<file path="src/rtl/cmos_rgb565_capture.sv">
`default_nettype none
// ============================================================================
// Module   : cmos_rgb565_capture
// Purpose  : Packs the 8-bit DVP byte stream of a CMOS sensor into 16-bit
//            RGB565 pixels, with frame/line markers and pixel coordinates.
//            A configurable number of frames is discarded after reset.
// Revision : 1.0 - initial release
// ============================================================================
module cmos_rgb565_capture #(
    parameter int FRAME_SKIP      = 10,
    parameter bit HIGH_BYTE_FIRST = 1'b1,
    parameter int CNT_W           = 12
) (
    input  logic             clk,
    input  logic             rst_n,
    input  logic             cmos_vsync,
    input  logic             cmos_href,
    input  logic [7:0]       cmos_data,
    output logic [15:0]      pixel_data,
    output logic             pixel_valid,
    output logic             pixel_sof,
    output logic             line_end,
    output logic [CNT_W-1:0] pixel_x,
    output logic [CNT_W-1:0] pixel_y,
    output logic             capture_active,
    output logic             line_err
);

    // Frame counter only needs to reach FRAME_SKIP; keep at least one bit.
    localparam int                C_FC_W = (FRAME_SKIP < 1) ? 1 : $clog2(FRAME_SKIP + 1);
    localparam logic [C_FC_W-1:0] C_SKIP = C_FC_W'(FRAME_SKIP);

    logic              r_vs_d1;
    logic              r_vs_d2;
    logic              r_href_d1;
    logic              r_href_d2;
    logic [7:0]        r_data_d1;
    logic [C_FC_W-1:0] r_frame_cnt;
    logic              r_phase;
    logic [7:0]        r_hold;
    logic              r_sof_armed;
    logic [CNT_W-1:0]  r_x_next;
    logic [CNT_W-1:0]  r_y_cur;
    logic              r_line_has_pix;

    logic              w_vs_rise;
    logic              w_href_fall;
    logic              w_emit;
    logic              w_odd_end;
    logic              w_line_done;
    logic [15:0]       w_pair;

    assign w_vs_rise   = r_vs_d1 & ~r_vs_d2;
    assign w_href_fall = ~r_href_d1 & r_href_d2;
    // Second byte of a pair is in d1: a pixel completes this cycle.
    assign w_emit      = capture_active & r_href_d1 & r_phase;
    // Line closed with a dangling first byte.
    assign w_odd_end   = capture_active & w_href_fall & r_phase;
    assign w_line_done = capture_active & w_href_fall & r_line_has_pix;
    assign w_pair      = HIGH_BYTE_FIRST ? {r_hold, r_data_d1} : {r_data_d1, r_hold};

    // Input registers (d1) and a second stage (d2) for edge detection.
    always_ff @(posedge clk) begin
        if (!rst_n) begin
            r_vs_d1   <= 1'b0;
            r_vs_d2   <= 1'b0;
            r_href_d1 <= 1'b0;
            r_href_d2 <= 1'b0;
            r_data_d1 <= 8'h00;
        end else begin
            r_vs_d1   <= cmos_vsync;
            r_vs_d2   <= r_vs_d1;
            r_href_d1 <= cmos_href;
            r_href_d2 <= r_href_d1;
            r_data_d1 <= cmos_data;
        end
    end

    // Frame gating: skip FRAME_SKIP frames, then start on a vsync rise so the
    // first captured frame is complete; stays active until reset.
    always_ff @(posedge clk) begin
        if (!rst_n) begin
            r_frame_cnt    <= '0;
            capture_active <= 1'b0;
        end else if (w_vs_rise) begin
            if (r_frame_cnt == C_SKIP) begin
                capture_active <= 1'b1;
            end else begin
                r_frame_cnt <= r_frame_cnt + C_FC_W'(1);
            end
        end
    end

    // Byte packing, pixel strobe and start-of-frame marker.
    always_ff @(posedge clk) begin
        if (!rst_n) begin
            r_phase     <= 1'b0;
            r_hold      <= 8'h00;
            r_sof_armed <= 1'b0;
            pixel_data  <= 16'h0000;
            pixel_valid <= 1'b0;
            pixel_sof   <= 1'b0;
        end else begin
            pixel_valid <= 1'b0;
            pixel_sof   <= 1'b0;
            if (r_href_d1 && capture_active) begin
                r_phase <= ~r_phase;
            end else begin
                r_phase <= 1'b0;
            end
            if (r_href_d1 && capture_active && !r_phase) begin
                r_hold <= r_data_d1;
            end
            if (w_emit) begin
                pixel_data  <= w_pair;
                pixel_valid <= 1'b1;
                // A pixel finishing on the vsync rise belongs to the old frame.
                pixel_sof   <= r_sof_armed & ~w_vs_rise;
            end
            if (w_vs_rise) begin
                r_sof_armed <= 1'b1;
            end else if (w_emit) begin
                r_sof_armed <= 1'b0;
            end
        end
    end

    // Coordinates, end-of-line pulse and odd-byte-count flag.
    always_ff @(posedge clk) begin
        if (!rst_n) begin
            r_x_next       <= '0;
            r_y_cur        <= '0;
            r_line_has_pix <= 1'b0;
            pixel_x        <= '0;
            pixel_y        <= '0;
            line_end       <= 1'b0;
            line_err       <= 1'b0;
        end else begin
            line_end <= w_line_done;
            if (w_emit) begin
                r_x_next <= r_x_next + CNT_W'(1);
            end else if (!r_href_d1) begin
                r_x_next <= '0;
            end
            if (w_emit) begin
                r_line_has_pix <= 1'b1;
            end else if (!r_href_d1) begin
                r_line_has_pix <= 1'b0;
            end
            if (w_vs_rise) begin
                r_y_cur <= '0;
            end else if (w_line_done) begin
                r_y_cur <= r_y_cur + CNT_W'(1);
            end
            if (w_emit) begin
                pixel_x <= r_x_next;
                pixel_y <= r_y_cur;
            end else if (w_vs_rise) begin
                pixel_y <= '0;
            end
            if (w_vs_rise) begin
                line_err <= 1'b0;
            end else if (w_odd_end) begin
                line_err <= 1'b1;
            end
        end
    end

endmodule
`default_nettype wire

</file>
<file path="config.mk">
export PLATFORM = sky130hd
export DESIGN_NAME = cmos_rgb565_capture
export DESIGN_NICKNAME = d
export VERILOG_FILES = /design/src/rtl/cmos_rgb565_capture.sv
export SDC_FILE = /design/constraint.sdc
export NUM_CORES = 1
export LEC_CHECK = 0
export ABC_AREA = 1
export BUFFER_PORTS_ARGS = -buffer_cell sky130_fd_sc_hd__buf_2
export CAP_MARGIN = 15
export CORE_AREA = 8 8 91 93
export DETAILED_ROUTE_END_ITERATION = 16
export DIE_AREA = 0 0 99 101
export GPL_ROUTABILITY_DRIVEN = 0
export PLACE_DENSITY = 0.77
export SYNTH_ARGS = -nofsm -noshare
export SYNTH_HDL_FRONTEND = slang
export SYNTH_SLANG_ARGS = --single-unit
</file>
<file path="constraint.sdc">
create_clock -name clk -period 1.5 [get_ports clk]
set_input_delay 0.15 -clock clk [delete_from_list [all_inputs] [get_ports clk]]
set_output_delay 0.15 -clock clk [all_outputs]
set_load 0.05 [all_outputs]
</file>
* Word level (Yosys, flattened, before mapping)
Cells that the tools add are included.
** Operators by class
- Bitwise gates (word level) :: 14
- Add/sub/neg operators :: 3
- Reductions and logical operators :: 9
- Mux-type cells :: 9
- Eq/ne operators :: 2
** Operators with widths (number)
- $mux 12 :: 4
- $add 12x1->12 const B :: 2
- $and 1x1->1 :: 8
- $reduce_and 2->1 :: 4
- $not 1->1 :: 6
- $mux 1 :: 5
- $add 4x1->4 const B :: 1
- $eq 4x4->1 const B :: 1
- $logic_and 1x1->1 :: 2
- $ne 2x1->1 const B :: 1
- $reduce_bool 2->1 :: 1
- $reduce_or 2->1 :: 1
- $logic_not 1->1 :: 1
** Word-level totals
- Register bits :: 96
- Bits of input ports :: 12
- Word-level logic and storage cells :: 57

* Logic depth before layout (Yosys ltp)
- Depth after elaboration :: 4
- Depth in mapped cells :: 8
- Mapped depth without buffers :: 8

* Worst setup path after synthesis
No wires, ideal clock.
- Path kind :: register to register
- From :: register capture_active
- To :: register r_hold[0]
- Period minus slack after synthesis :: 1586 ps
- Setup time :: 116 ps
- Data arrival time :: 1470 ps
- Slack :: -86 ps
- Cell stages (with the launch flop) :: 6
- Path through :: dfxtp_1 nand2_1 nor2_4 clkinv_1 nor2_1 nor2_1
** On the way
- Longest elaborated chain between the ends :: 2
** Ends and longest elaborated chain
- start: declaration :: RTL line 25 : output logic capture_active,
- start signal: assignment :: RTL line 84 : capture_active <= 1'b0;
- start signal: assignment :: RTL line 87 : capture_active <= 1'b1;
- $logic_and 1x1->1 (2 in a row) :: RTL line 111 : if (r_href_d1 && capture_active && !r_phase) begin
- end signal: assignment :: RTL line 112 : r_hold <= r_data_d1;
- end: declaration :: RTL line 40 : logic [7:0] r_hold;
Every way passes these cells.
A chain may end at the register's enable or synchronous reset.

* Worst setup path in the final report
- From :: register r_x_next[0]
- To :: register r_x_next[10]
** On the way
- Longest elaborated chain between the ends :: 2
** Ends and longest elaborated chain
- start: declaration :: RTL line 42 : logic [CNT_W-1:0] r_x_next;
- start signal: assignment :: RTL line 141 : r_x_next <= r_x_next + CNT_W'(1);
- $add 12x1->12 :: RTL line 141
- $mux 12 :: RTL line 140 : if (w_emit) begin
Every way passes these cells.

==> impl_summary.log <==
INFO  metric cts.clk_slew.worst_paths = 0.10 ns
INFO  metric synth_cell_type_count = 26
INFO  metric mostFrequentLayoutCell = sky130_fd_sc_hd__nand2_1
INFO  metric hold_ws = 0.227 ns
INFO  metric hold-path-cell-count = 5
INFO  metric finalNetCount = 559
INFO  metric pre_cts_worst_setup_slack = 0.0431 ns
INFO  metric timing_worst_setup_path_type = register to register
INFO  metric max-cap-violations = 0
INFO  metric ant_nets = 0
INFO  metric area.growth.synth_to_final = 19.5%
INFO  metric globalRoute.totalOverflow = 0
INFO  metric layout.cells.most_common_list = sky130_fd_sc_hd__nand2_1, sky130_fd_sc_hd__dfxtp_1, sky130_fd_sc_hd__buf_2
INFO  metric dr.first_iter.drc_count = 194
INFO  metric placementRows = 31
INFO  metric internal_power = 0.00326 W
INFO  metric drt-pass1-iter-count = 4
INFO  metric final.min_clock_period = 1.35 ns
INFO  metric layout.filler_cells = 607
INFO  metric cts_sinks = 96
INFO  metric syn-instance-count = 469
INFO  metric insertedDiodeCount = 0
INFO  metric postSynthAreaPerCell = 7.70 sq um
INFO  metric vias_per_cell = 5.00
INFO  metric floorplan.die_area = 10000 sq um
INFO  metric post-dp-hpwl = 5.59 mm
INFO  metric cp_data_arrival_time = 1.61 ns
INFO  metric dominantRegCellSynth = sky130_fd_sc_hd__dfxtp_1
INFO  metric status = completed
INFO  metric cts_made_buffers = 9
INFO  metric cts_tree = built
INFO  metric route.final.wire_length = 7.87 mm
INFO  metric pwr_density_cell = 997 nW/um^2
INFO  metric yosysSeqAreaShare = 0.532
INFO  metric final-max-slew-violation-count = 0
INFO  metric clock_skews = 0.0115 ns
INFO  metric post-route-worst-setup-slack = 0.146 ns
INFO  metric num_io_pins = 57
INFO  metric timing.final.crit_share = 0.903
INFO  metric async_reset_ff_frac = 0
INFO  metric r2r.worst_path.cells = 6
INFO  metric worstMarginPinSlew = 0.387 ns
INFO  metric die_w = 99 um
INFO  metric post_route_cells_drive_above_1_share = 0.190
INFO  metric cts-htree-levels = 3
INFO  metric synthesis.area = 3610 sq um
INFO  metric power.share.sequential = 0.601
INFO  metric grt_setup_unrepaired = false
INFO  metric route.detailed.drc = 0
INFO  metric timing.critical_path.required = 1.76 ns
INFO  metric clock.fmax = 739 MHz
INFO  metric power.combinational.fraction = 0.031
INFO  metric yosysWarnings = 0
INFO  metric clk_path_buf_depth = 2
INFO  metric antenna_found_initial = 0
INFO  metric sum_neg_setup_slack = 0 ns
INFO  metric maxSlewHeadroom = 0.742
INFO  metric grt_pass1_wl = 13.8 mm
INFO  metric ys_ff_latch = 96
INFO  metric routed-via-count = 3,152
INFO  metric placed_area = 4000 sq um
INFO  metric final-hold-violation-count = 0
INFO  metric clk_root_buffer_cell = sky130_fd_sc_hd__clkbuf_8
INFO  metric initial_core_util = 0.520
INFO  metric netSwitchingFraction = 0.243
INFO  metric track_usage = 0.167
INFO  metric port-buffer-count = 56
INFO  metric maximum_number_of_pins_on_one_net_before_global_route_repair = 37
INFO  metric total_leakage_power = 1.88 nW
INFO  metric clk-insertion-delay-late = 0.36 ns
INFO  metric synth_edf_count = 0
INFO  metric layout.cell_area.non_filler = 4320 sq um
INFO  metric synth.net_count = 485
INFO  metric worst_setup_path_start_kind = register
INFO  metric hold_removal_path_class = input port to register
INFO  metric switchingPower = 0.00104 W
INFO  metric core_region_area = 6940 sq um
INFO  metric die_h = 101 um
INFO  metric peak_supply_drop = 0.588 mV
INFO  metric routed_wire_length_per_instance = 12.5 um
INFO  metric first_global_vias = 3,128
INFO  metric setup-violations-final = 0
INFO  metric worstSetupEndpointType = register
INFO  metric critPathMaxFanout = 4
INFO  metric clock_power_share = 0.368
[routing by layer]
layer / GRT usage / share of wire / up-vias
met5: 0 / 0 / -
met4: 0.0590 / 0.013 / 0
met3: 0.0504 / 0.058 / 9
met2: 0.283 / 0.46 / 72
met1: 0.195 / 0.47 / 1429
li1: - / - / 1642
[power groups by stage]
| stage | combinational (W) | sequential (W) | clock, W |
|---|---|---|---|
| 4_1_cts | 0.000134 | 0.00258 | 0.00162 |
| 2_1_floorplan | 0.0000708 | 0.00264 | 0 |
| 3_5_place_dp | 0.000114 | 0.00264 | 0 |
| 6_report | 0.000135 | 0.00258 | 0.00158 |
| 3_3_place_gp | 0.000110 | 0.00264 | 0 |
| 5_1_grt | 0.000152 | 0.00259 | 0.00173 |
[stage by stage]
step                 util  power, W  instances
floorplan               -   0.00271        469
global placement    0.576   0.00275        601
detailed placement  0.576   0.00276        601
CTS                 0.617   0.00434        627
global route        0.622   0.00447        630
finish              0.622   0.00430        630
[path summary, 6_finish.rpt]
kind	startpoint	to	slack (ns)
hold / removal	rst_n	r_y_cur[8]	0.23
hold reg to reg	r_vs_d1	r_vs_d2	0.43
setup / recovery	r_x_next[0]	r_x_next[10]	0.15
setup reg to reg	r_x_next[0]	r_x_next[10]	0.15
[state kept, by name (all words and copies together), names as in the netlist, 4 cells and up]
signal	cells
r_y_cur	12
r_x_next	12
pixel_y	12
r_data_d1	8
r_hold	8
pixel_x	12
r_frame_cnt	4
pixel_data	16
[Yosys cell counts, types with 2 or more instances]
master	instances	area (sq um)
sky130_fd_sc_hd__nand2_1	124	465
sky130_fd_sc_hd__dfxtp_1	96	1920
sky130_fd_sc_hd__a21oi_1	50	250
sky130_fd_sc_hd__nor2_1	46	173
sky130_fd_sc_hd__inv_1	45	169
sky130_fd_sc_hd__o21ai_0	34	170
sky130_fd_sc_hd__nand3_1	24	120
sky130_fd_sc_hd__clkbuf_1	8	30.0
sky130_fd_sc_hd__inv_2	6	22.5
sky130_fd_sc_hd__buf_2	5	25.0
sky130_fd_sc_hd__ha_1	4	50.1
sky130_fd_sc_hd__nand4_1	4	25.0
sky130_fd_sc_hd__a32o_1	3	30.0
sky130_fd_sc_hd__nor2_2	3	18.8
sky130_fd_sc_hd__nor3_1	3	15.0
sky130_fd_sc_hd__clkinv_1	2	7.51
sky130_fd_sc_hd__nor2_4	2	22.5
sky130_fd_sc_hd__xor2_1	2	17.5
[worst max-delay path, stage by stage, from the launching register on]
cell,delay [ns]
sky130_fd_sc_hd__dfxtp_1,0.39
sky130_fd_sc_hd__ha_1,0.18
sky130_fd_sc_hd__nand2_1,0.09
sky130_fd_sc_hd__nor2_1,0.25
sky130_fd_sc_hd__nand3_1,0.13
sky130_fd_sc_hd__o21ai_0,0.16
sky130_fd_sc_hd__a21oi_1,0.05
[cell families after synthesis]
logic type | after synthesis | share of synthesized area
buf+inv | 68 | 0.0735
flops | 96 | 0.532
simple gates | 209 | 0.245
xor+xnor | 2 | 0.00485
fa+ha+maj | 4 | 0.0139
compound gates | 90 | 0.131
[final cells by class]
class / instances / area [sq um] / share of cell area
clock inverter: 7 / 62.6 / 0.0145
tap: 82 / 103 / 0.0238
timing repair buffer: 78 / 470 / 0.109
multi-input combinational: 305 / 1430 / 0.331
inverter: 53 / 203 / 0.0470
clock buffer: 9 / 124 / 0.0287
sequential: 96 / 1930 / 0.446
[what timing repair did]
item                                    in CTS  in global routing
endpoints found under the setup margin       0                 12
setup buffers                                0                  3
hold endpoints to repair                    10                  0
gates resized for setup                      0                  5
hold buffers                                10                  0
Power figures use the tool's default switching activity.
